### config.mk
export PLATFORM = sky130hd
export DESIGN_NAME = datamem_dump_ctrl
export DESIGN_NICKNAME = d
export VERILOG_FILES = /design/src/rtl/datamem_dump_ctrl.sv
export SDC_FILE = /design/constraint.sdc
export NUM_CORES = 1
export LEC_CHECK = 0
export BUFFER_PORTS_ARGS = -buffer_cell sky130_fd_sc_hd__buf_2
export CAP_MARGIN = 15
export CORE_ASPECT_RATIO = 1.25
export CORE_UTILIZATION = 58
export CTS_BUF_LIST = sky130_fd_sc_hd__clkbuf_16
export DETAILED_ROUTE_END_ITERATION = 8
export PLACE_DENSITY = 0.85
export SLEW_MARGIN = 5
export SYNTH_ARGS = -nofsm -noshare
export SYNTH_HDL_FRONTEND = slang
export SYNTH_SLANG_ARGS = --single-unit
export TNS_END_PERCENT = 1
### constraint.sdc
create_clock -name i_clock -period 4.4 [get_ports i_clock]
set_input_delay 0.88 -clock i_clock [delete_from_list [all_inputs] [get_ports i_clock]]
set_output_delay 0.88 -clock i_clock [all_outputs]
set_load 0.01 [all_outputs]
### src/rtl/datamem_dump_ctrl.sv
// Data memory dump sequencer for the debug unit.
// Reads words 0..len-1 through the data memory debug port and streams each
// word MSB byte first on a valid/ready byte interface toward the debug UART.
//
// Ports:
//   i_clock, i_reset          clock, synchronous active-high reset
//   i_start, i_n_words        dump request (IDLE only) and requested word count
//   i_abort                   drop the dump, back to IDLE without o_done
//   o_debug_datamem_addr/_re  debug read port address and read enable
//   i_debug_datamem_data      debug read data, valid one cycle after the read enable
//   o_tx_data/_valid, i_tx_ready   byte stream toward the transmitter
//   o_busy, o_done            activity flag and end-of-dump pulse
module datamem_dump_ctrl #(
    parameter int unsigned NB_REG      = 32,
    parameter int unsigned NB_BYTE     = 8,
    parameter int unsigned NB_DBG_ADDR = 16,
    parameter int unsigned N_ADDR      = 2048
) (
    input  logic                   i_clock,
    input  logic                   i_reset,
    input  logic                   i_start,
    input  logic [NB_DBG_ADDR-1:0] i_n_words,
    input  logic                   i_abort,
    output logic [NB_DBG_ADDR-1:0] o_debug_datamem_addr,
    output logic                   o_debug_datamem_re,
    input  logic [NB_REG-1:0]      i_debug_datamem_data,
    output logic [NB_BYTE-1:0]     o_tx_data,
    output logic                   o_tx_valid,
    input  logic                   i_tx_ready,
    output logic                   o_busy,
    output logic                   o_done
);

    localparam int unsigned N_BYTES = NB_REG / NB_BYTE;
    localparam int unsigned BCW     = (N_BYTES > 1) ? $clog2(N_BYTES) : 1;
    localparam logic [NB_DBG_ADDR-1:0] MAX_LEN   = NB_DBG_ADDR'(N_ADDR);
    localparam logic [BCW-1:0]         LAST_BYTE = BCW'(N_BYTES - 1);

    typedef enum logic [2:0] {
        ST_IDLE,
        ST_READ,
        ST_WAIT,
        ST_SEND,
        ST_DONE
    } state_t;

    state_t                 state_q, state_d;
    logic [NB_DBG_ADDR-1:0] addr_q, addr_d;
    logic [NB_DBG_ADDR-1:0] last_q, last_d;     // len-1, final word address
    logic [NB_REG-1:0]      shift_q, shift_d;
    logic [BCW-1:0]         byte_cnt_q, byte_cnt_d;
    logic                   re_q, valid_q, busy_q, done_q;
    logic [NB_DBG_ADDR-1:0] len_c;

    // Requested length clamped to the memory depth
    assign len_c = (i_n_words > MAX_LEN) ? MAX_LEN : i_n_words;

    // State and datapath registers; status flags decode the next state so
    // they line up with the state they describe.
    always_ff @(posedge i_clock) begin
        if (i_reset) begin
            state_q    <= ST_IDLE;
            addr_q     <= '0;
            last_q     <= '0;
            shift_q    <= '0;
            byte_cnt_q <= '0;
            re_q       <= 1'b0;
            valid_q    <= 1'b0;
            busy_q     <= 1'b0;
            done_q     <= 1'b0;
        end else begin
            state_q    <= state_d;
            addr_q     <= addr_d;
            last_q     <= last_d;
            shift_q    <= shift_d;
            byte_cnt_q <= byte_cnt_d;
            re_q       <= (state_d == ST_READ);
            valid_q    <= (state_d == ST_SEND);
            busy_q     <= (state_d != ST_IDLE);
            done_q     <= (state_d == ST_DONE);
        end
    end

    // Next-state and datapath update
    always_comb begin
        state_d    = state_q;
        addr_d     = addr_q;
        last_d     = last_q;
        shift_d    = shift_q;
        byte_cnt_d = byte_cnt_q;

        if (i_abort && (state_q != ST_IDLE)) begin
            state_d = ST_IDLE;
        end else begin
            case (state_q)
                ST_IDLE: begin
                    if (i_start) begin
                        addr_d = '0;
                        if (len_c == '0) begin
                            state_d = ST_DONE;
                        end else begin
                            last_d  = len_c - NB_DBG_ADDR'(1);
                            state_d = ST_READ;
                        end
                    end
                end
                ST_READ: state_d = ST_WAIT;
                ST_WAIT: begin
                    shift_d    = i_debug_datamem_data;
                    byte_cnt_d = '0;
                    state_d    = ST_SEND;
                end
                ST_SEND: begin
                    if (i_tx_ready) begin
                        shift_d    = shift_q << NB_BYTE;
                        byte_cnt_d = byte_cnt_q + BCW'(1);
                        if (byte_cnt_q == LAST_BYTE) begin
                            if (addr_q == last_q) begin
                                state_d = ST_DONE;
                            end else begin
                                addr_d  = addr_q + NB_DBG_ADDR'(1);
                                state_d = ST_READ;
                            end
                        end
                    end
                end
                ST_DONE: state_d = ST_IDLE;
                default: state_d = ST_IDLE;
            endcase
        end
    end

    assign o_debug_datamem_addr = addr_q;
    assign o_debug_datamem_re   = re_q;
    assign o_tx_data            = shift_q[NB_REG-1 -: NB_BYTE];
    assign o_tx_valid           = valid_q;
    assign o_busy               = busy_q;
    assign o_done               = done_q;

endmodule

# --- Word-level counts from Yosys, hierarchy flattened ---
# Index checks and enable logic that the tools add are counted.
op_classes:
  n_reduce_logical: 10
  add_sub_neg: 3
  n_lt_le_gt_ge: 1
  n_shift: 0
  div_mod_pow: 0
  n_eq_ne: 12
  multipliers: 0
  bitwise: 2
  mux: 17
ops:
  columns: ["op", "n"]
  rows:
  - ["16-bit 2-to-1 mux", 5]
  - ["32-bit one-hot mux with 2 select lines", 1]
  - ["32-bit 2-to-1 mux", 1]
  - ["16-bit one-hot mux with 2 select lines", 1]
  - ["3-bit 2-to-1 mux", 6]
  - ["16-bit by 1-bit adder with 16-bit output, second input constant", 1]
  - ["16-bit == test", 1]
  - ["16-bit by 12-bit > comparator with 1-bit output, second input constant", 1]
  - ["16-bit zero test", 1]
  - ["16-bit by 1-bit subtractor with 16-bit output, second input constant", 1]
  - ["3-bit one-hot mux with 4 select lines", 1]
  - ["3-bit by 2-bit == test with 1-bit output, second input constant", 3]
  - ["2-bit inequality test, second input constant", 4]
  - ["3-bit by 1-bit == test with 1-bit output, second input constant", 2]
  - ["6-bit AND reduction", 1]
  - ["3-bit nonzero test", 2]
  - ["2-bit one-hot mux with 2 select lines", 1]
  - ["4-bit AND reduction", 1]
  - ["2-bit nonzero test", 2]
  - ["3-bit == test, second input constant", 1]
  - ["3-bit zero test", 1]
  - ["3-bit AND reduction", 1]
  - ["2-bit by 1-bit adder with 2-bit output, second input constant", 1]
  - ["2-bit == test, second input constant", 1]
  - ["other kinds (3)", 4]
totals:
  reg_bits: 73
  in_bits: 53
  rom_bits: 0
  n_memories: 0
  latch_bits: 0
  word_cells: 54
  mem_bits_rw: 0
  output_inout_bits: 28

# --- Depth between registers and ports, before layout ---
# Gate-level depths: netlist (run 1).
logic_depth:
  ltp_word: 8
  ltp_mapped: 11
  depth_no_buf: 9

# --- Least setup slack after synthesis (run 1) ---
# OpenSTA, ideal clock, no wires.
synth_timing:
  path_kind: "input port to flip-flop"
  from: "in i_n_words[15]"
  to: "reg last_q[14]"
  setup_time_ps: 72
  t_required_ps: 4328
  cell_stages: 9
  n_path_buf: 1
  arrival_time_ps: 2800
  slack_ps: 1529
  cell_sequence: "nor4_1 > and2b_1 > buf_2 > nand2_1 > ha_1 > nand4_2 > nand2_1 > or3_1 > a21oi_1"
synth_via:
  elab_chain_cells: 5
  word_cells_on_any_way: 6
  cone_classes: "add/sub (1); order compare (1); mux (1); bitwise (1); reduce/logical (2)"
synth_lines:
  columns: ["element", "line_no", "text"]
  rows:
  - ["start: declaration", "22", "input logic [NB_DBG_ADDR-1:0] i_n_words,"]
  - ["16-bit by 12-bit > comparator with 1-bit output", "56", "assign len_c = (i_n_words > MAX_LEN) ? MAX_LEN : i_n_words;"]
  - ["16-bit 2-to-1 mux (*)", "56", null]
  - ["parallel branches: the longest is 3 deep, another holds 16-bit by 1-bit subtractor with 16-bit output", null, null]
  - ["end signal: assignment", "74", "last_q <= last_d;"]
  - ["end: declaration", "49", "logic [NB_DBG_ADDR-1:0] last_q, last_d;"]
# Every way passes the cells marked *.
# A chain may end at the register's enable or synchronous reset.

# --- Worst setup path in the final report (run 1) ---
layout_timing:
  from: "in i_n_words[15]"
  to: "reg last_q[9]"
# Same word-level chain as after synthesis.

==> metrics, run 1 <==
Mapped Area 0.00356 sq mm; CP max stage cell and2b_1; FFs w/ async S/R, synth 0; layout cells sized above 1 0.240; H-tree depth 3; Core Area 0.00586 sq mm; min Tclk post-route between 3000 and 4000 ps; post-route ant nets 0; Worst Hold Class flip-flop to flip-flop; total length of routed wires 8.22 mm; Die Wd 72.1 um; WL/cell 14.1 um; DRC 0; Area Growth Syn to Fin 20.0%; hold wc startpoint shift_q[5]; slowest stage delay, CP 520 ps; drt via density ~5.7; Setup WS pre-CTS 1000 ps; hold depth 2; max-slew violations 0; crit share post-route 0.709; critical path launch point type primary input; worst vdd ir 0.272 mV; n_diodes 0; WHS Endpoint shift_q[5]; Setup Fix Bufs, Post-CTS 0; fmax between 0.3 and 0.4 GHz; later-pin clock latency in the skew report 330 ps; most common cell after layout, fill and taps aside nand2_1; clk_skew 8.15 ps; sequential share of power 0.413; row cnt 31; root buf cell clkbuf_16; grt ovf 0; dpl hpwl ~5.7 mm; Worst Path Arrival 3360 ps; die area roughly 0.0065 sq mm; most frequent cells in the layout 82 x nand2_1, 80 x buf_2, 73 x dfxtp_1; placed cell areas about 0.004 sq mm; CTS buffer count 9; Post-Syn Nets 491; run status finished, final reports clean; Reg2Reg Depth 6; Starting Density 0.609; kind of critical path primary input to flip-flop; Critical Path End Type flip-flop; Mapped Cells 434; first-pass GRT wire length between 10 and 15 mm; port bufs 80; # setup viols final 0; hold buffer count at CTS 0; final hold viol count 0; Slew @ Worst Pin approximately 850 ps; Crit path required time 4640 ps; Max-Cap Viols 0; Sw Share 0.230; setup repair after global routing missed its margin false; fin area 0.00428 sq mm; Internal Pwr Total 1.30 mW; reg-to-reg startpoint state_q[2]; Reg2Reg Setup Slack 2000 ps; most common flop cell mapped by yosys dfxtp_1; number of I/O pins 81; clock group share of total power 0.505; vias in the first global route 2952; largest net degree at the start of global routing 58; Avg Synthesized Cell Area 8.21 sq um; 1st-iter DRT viols 165; Vias 3318; CP max FO 20; Slew Limit Headroom 0.427; clock buffer depth 2; cell chain of the critical path buf_2 > nor4_1 > and2b_1 > nand2_1 > ha_1 > nand4_2 > and2_1 > buf_4 > nor2_1 > a311oi_2; worst hold margin 455 ps; clk slew on worst S/H paths 60 ps; P_sw 0.388 mW; Gate power share 0.082; Worst R2R End o_debug_datamem_addr[15]; nets@finish 553; initial antenna violation count 0; pwr/cell area 395 mW/mm^2; Netlist cell types 51; post-CTS sizing 0; Die Height roughly 90 um; sequential share of the synthesized area 0.410; Leakage 1.75 nW; post-synthesis register bit count 73; yosys warns 0; CTS sink count 73; CTS tree built; Setup WS post-layout 1280 ps; DR pass1 iterations 4; setup TNS 0 ps; GRT Util Overall 0.265; total power 1.69 mW; number of synthesized flops with an enable pin 0; routability cong. roughly 0.90
## power groups by stage
stage / Sequential, mW / Clock [mW] / Combinational [mW]
2_1_floorplan: 0.710 / 0 / 0.0920
3_3_place_gp: 0.712 / 0 / 0.132
3_5_place_dp: 0.713 / 0 / 0.136
4_1_cts: 0.698 / 0.856 / 0.138
5_1_grt: 0.700 / 0.892 / 0.154
6_report: 0.698 / 0.853 / 0.139
## synthesized netlist by cell type (3+ instances only)
library cell	number	area, sq um
a211oi_2	3	37.5
a21oi_1	29	145
a311oi_1	25	219
a311oi_2	5	75.1
buf_1	3	11.3
buf_4	8	60.1
buf_6	3	33.8
clkbuf_1	18	67.6
dfxtp_1	73	1460
ha_1	4	50.1
inv_1	7	26.3
nand2_1	82	308
nand3_1	17	85.1
nand4_1	7	43.8
nor2_1	51	191
nor3_1	7	35.0
nor4_1	6	37.5
o211ai_1	4	30.0
o21a_1	3	22.5
o21ai_0	11	55.1
o31ai_1	3	22.5
or3_1	10	62.6
or4_1	3	22.5
xnor2_1	3	26.3
xor2_1	20	175
## kinds of logic after synthesis
kind of cell    synth area share
xor+xnor                  0.0565
simple gates               0.271
compound gates             0.186
buf+inv                   0.0597
flops                      0.410
mux                      0.00281
fa+ha+maj                 0.0140
## worst max-delay path, delay by kind of cell
family / cells / cell delay (ps)
AND/OR/NAND/NOR: 6 / 1600
adder cells (fa/ha/maj): 1 / 230
AO/OA/AOI/OAI: 1 / 250
buffers and inverters: 2 / 380
## how the worst max path moves through the flow
stage	endpoint	cells past startpoint	from	slack (ps)
final	last_q[9]	10	i_n_words[15]	1280
after global routing	last_q[4]	10	i_n_words[15]	1040
after CTS	last_q[3]	10	i_n_words[15]	1310
after detailed placement	last_q[3]	10	i_n_words[15]	1000
after global placement	last_q[3]	10	i_n_words[15]	1130
after floorplan	last_q[14]	9	i_n_words[15]	1530
## stage by stage
step | instances | util
after floorplan | 434 | -
after global placement | 567 | 0.671
after detailed placement | 567 | 0.671
after CTS | 583 | 0.730
after global routing | 583 | 0.730
final | 583 | 0.730
## routing by layer
metal	GRT usage	up-vias	wire [um]
met5	0	-	0
met4	0.159	0	259
met3	0.0458	25	384
met2	0.466	126	4140
met1	0.303	1510	3430
li1	-	1657	-
## layout make-up
cell class              count  area (sq um)
clock buffers               9           225
clock inverters             7           125
fillers                   455          1580
inverters                   8          30.0
multi-input cells         319          1900
flip-flops and latches     73          1460
well taps                  82           103
repair buffers             85           438
## flip-flops by register name (all words and copies together) (netlist names)
signal and flops:
o_debug_datamem_addr 16, byte_cnt_q 2, last_q 16, o_debug_datamem_re 1
state_q 3, o_busy 1, o_tx_valid 1, shift_q 32
o_done 1
No activity file was read; power rests on OpenSTA's default activity.
==> inputs of run 2 (changes only) <==
CORE_UTILIZATION = 54   (was 58)
PLACE_DENSITY = 0.8   (was 0.85)
clock period = 2.95 ns   (was 4.4 ns; I/O delays follow)
==> run 2 against run 1 <==
  * Critical path depth is 1 higher
  * Clock skew is 1.3 ps lower
  * Register-to-register slack worse by 1300 ps
  * Sequential power is 49% higher
  * Wire length is 1.6% lower
  * Hold slack worse by 2.6 ps
  * Power is 32% higher
  * Final cell count is 1.2% higher
  * Non-clock buffer count is 4 higher
  * Via count is 0.24% lower
  * First-iteration DRC count is 3.6% lower
  * Die area is 7.2% higher
  * Critical path type unchanged
==> metrics, run 2 (synthesis gave the netlist of run 1 again) <==
dpl hpwl 5.72 mm (+0.44%); Starting Density 0.567 (-0.0416); CTS tree built; kind of critical path primary input to flip-flop; Setup Fix Bufs, Post-CTS 0 (unchanged); Layout Utilization 0.673 (-0.0570); CP max stage cell nor4_1; pwr/cell area 528 mW/mm^2 (+34%); DR pass1 iterations 4 (unchanged); max-slew violations 0 (unchanged); largest net degree at the start of global routing 58 (unchanged); Area Growth Syn to Fin 18.7%; most common cell after layout, fill and taps aside nand2_1; hold depth 2 (unchanged); initial antenna violation count 0 (unchanged); vias in the first global route 3079 (+4.3%); critical path launch point type primary input; WHS Endpoint shift_q[0]; # setup viols final 0 (unchanged); die area 0.00693 sq mm (+7.2%); root buf cell clkbuf_16; Worst R2R End o_debug_datamem_addr[10]; Worst Path Arrival 2560 ps (-800 ps); crit share post-route 0.791; fmax 0.429 GHz; clk_skew 6.84 ps (-1.32 ps); grt ovf 0 (unchanged); H-tree depth 3 (unchanged); CP delay by family, top simple AND/OR/NAND/NOR gates; hold wc startpoint shift_q[0]; Core Area 0.00629 sq mm (+7.3%); DRC 0 (unchanged); CTS buffer count 9 (unchanged); Worst Hold Class flip-flop to flip-flop; reg-to-reg startpoint o_debug_datamem_addr[0]; first-pass GRT wire length 13.9 mm (+4.3%); number of I/O pins 81 (unchanged); Die Wd 74.7 um (+3.5%); hold buffer count at CTS 0 (unchanged); Reg area 0.00146 sq mm (unchanged); Fillers 537 (+18%); total length of routed wires 8.08 mm (-1.6%); fin area 0.00423 sq mm (-1.1%); layout cells sized above 1 0.244 (+0.00404); min Tclk post-route around 2300 ps; max reg flops 32 (unchanged); drt via density 5.61 (-1.4%); most used cell, CP buf_4; later-pin clock latency in the skew report 330 ps (about the same); most frequent cells in the layout 82 x nand2_1, 80 x buf_2, 73 x dfxtp_1; row cnt 32 (+3.2%); Max-Cap Viols 0 (unchanged); Leakage 1.72 nW (-1.2%); clock buffer depth 2 (unchanged); cell chain of the critical path buf_2 > nor4_1 > buf_4 > and2b_1 > nand2_1 > ha_1 > nand4_2 > and2_1 > buf_4 > a21oi_1 > o21a_1; post-CTS sizing 0 (unchanged); Critical Path End Type flip-flop; placed cell areas 0.00396 sq mm (+0.86%); routability cong. 0.920 (+2.0%); Reg2Reg Setup Slack 700 ps (-1300 ps); GRT Util Overall 0.259 (-0.00628); Worst path depth 11 (+1); total power 2.23 mW (+32%); Die Height 92.8 um (+3.6%); CTS sink count 73 (unchanged); 1st-iter DRT viols 159 (-3.6%); worst path buffer plus inverter count 3 (+1); Top reg by flops shift_q; setup TNS 0 ps (unchanged); slowest stage delay, CP 280 ps (-240 ps); n_diodes 0 (unchanged); worst vdd ir 0.358 mV (+32%); setup repair after global routing missed its margin false; port bufs 80 (unchanged); Reg2Reg Depth 6 (unchanged); post-route ant nets 0 (unchanged); final hold viol count 0 (unchanged); Slew Limit Headroom 0.502 (+0.0752); Crit path required time 3170 ps (-1470 ps); nets@finish 557 (+0.72%); WL/cell 13.7 um (-2.8%); clk slew on worst S/H paths 50 ps (about the same); Multi-input gate area 0.00190 sq mm (unchanged); Vias 3310 (-0.24%); run status finished, final reports clean; Slew @ Worst Pin 743 ps (-110 ps); CP max FO 24 (+20%)
[run 2: worst max-delay path by stage]
stage	endpoint	from
after CTS	last_q[3]	i_n_words[15]
after detailed placement	last_q[3]	i_n_words[15]
after global placement	last_q[14]	i_n_words[15]
after global routing	last_q[6]	i_n_words[15]
after floorplan	last_q[14]	i_n_words[15]
final	last_q[15]	i_n_words[15]
[run 2: metal layers]
metal,share of wire,track usage,routed length [um],vias up
met2,0.49,0.414,3950,91
met4,0.019,0.107,154,0
li1,-,-,-,1673
met1,0.45,0.331,3620,1528
met5,0,0,0,-
met3,0.045,0.0566,364,18
[run 2: power by group]
group	internal, mW	switching [mW]
Combinational	0.0881	0.116
Sequential	1.02	0.0228
Clock	0.567	0.420
[run 2: cell type report]
type	count	area share
Multi-Input combinational cell	319	0.448
Sequential cell	73	0.345
Timing Repair Buffer	89	0.111
Clock buffer	9	0.0532
Tap cell	85	0.0251
Clock inverter	7	0.0109
Inverter	8	0.00709
[run 2: stage by stage]
step | std cells | hold WS (ps) | setup WS [ps]
floorplan | 434 | 432 | 369
global placement | 574 | 441 | 374
detailed placement | 574 | 447 | 280
CTS | 590 | 453 | 630
global route | 590 | 478 | 397
finish | 590 | 452 | 617
[run 2: tightest hold or removal path, cell delays in order (launching register included)]
cell	delay, ps
dfxtp_1	300
nand2_1	50
a21oi_1	50
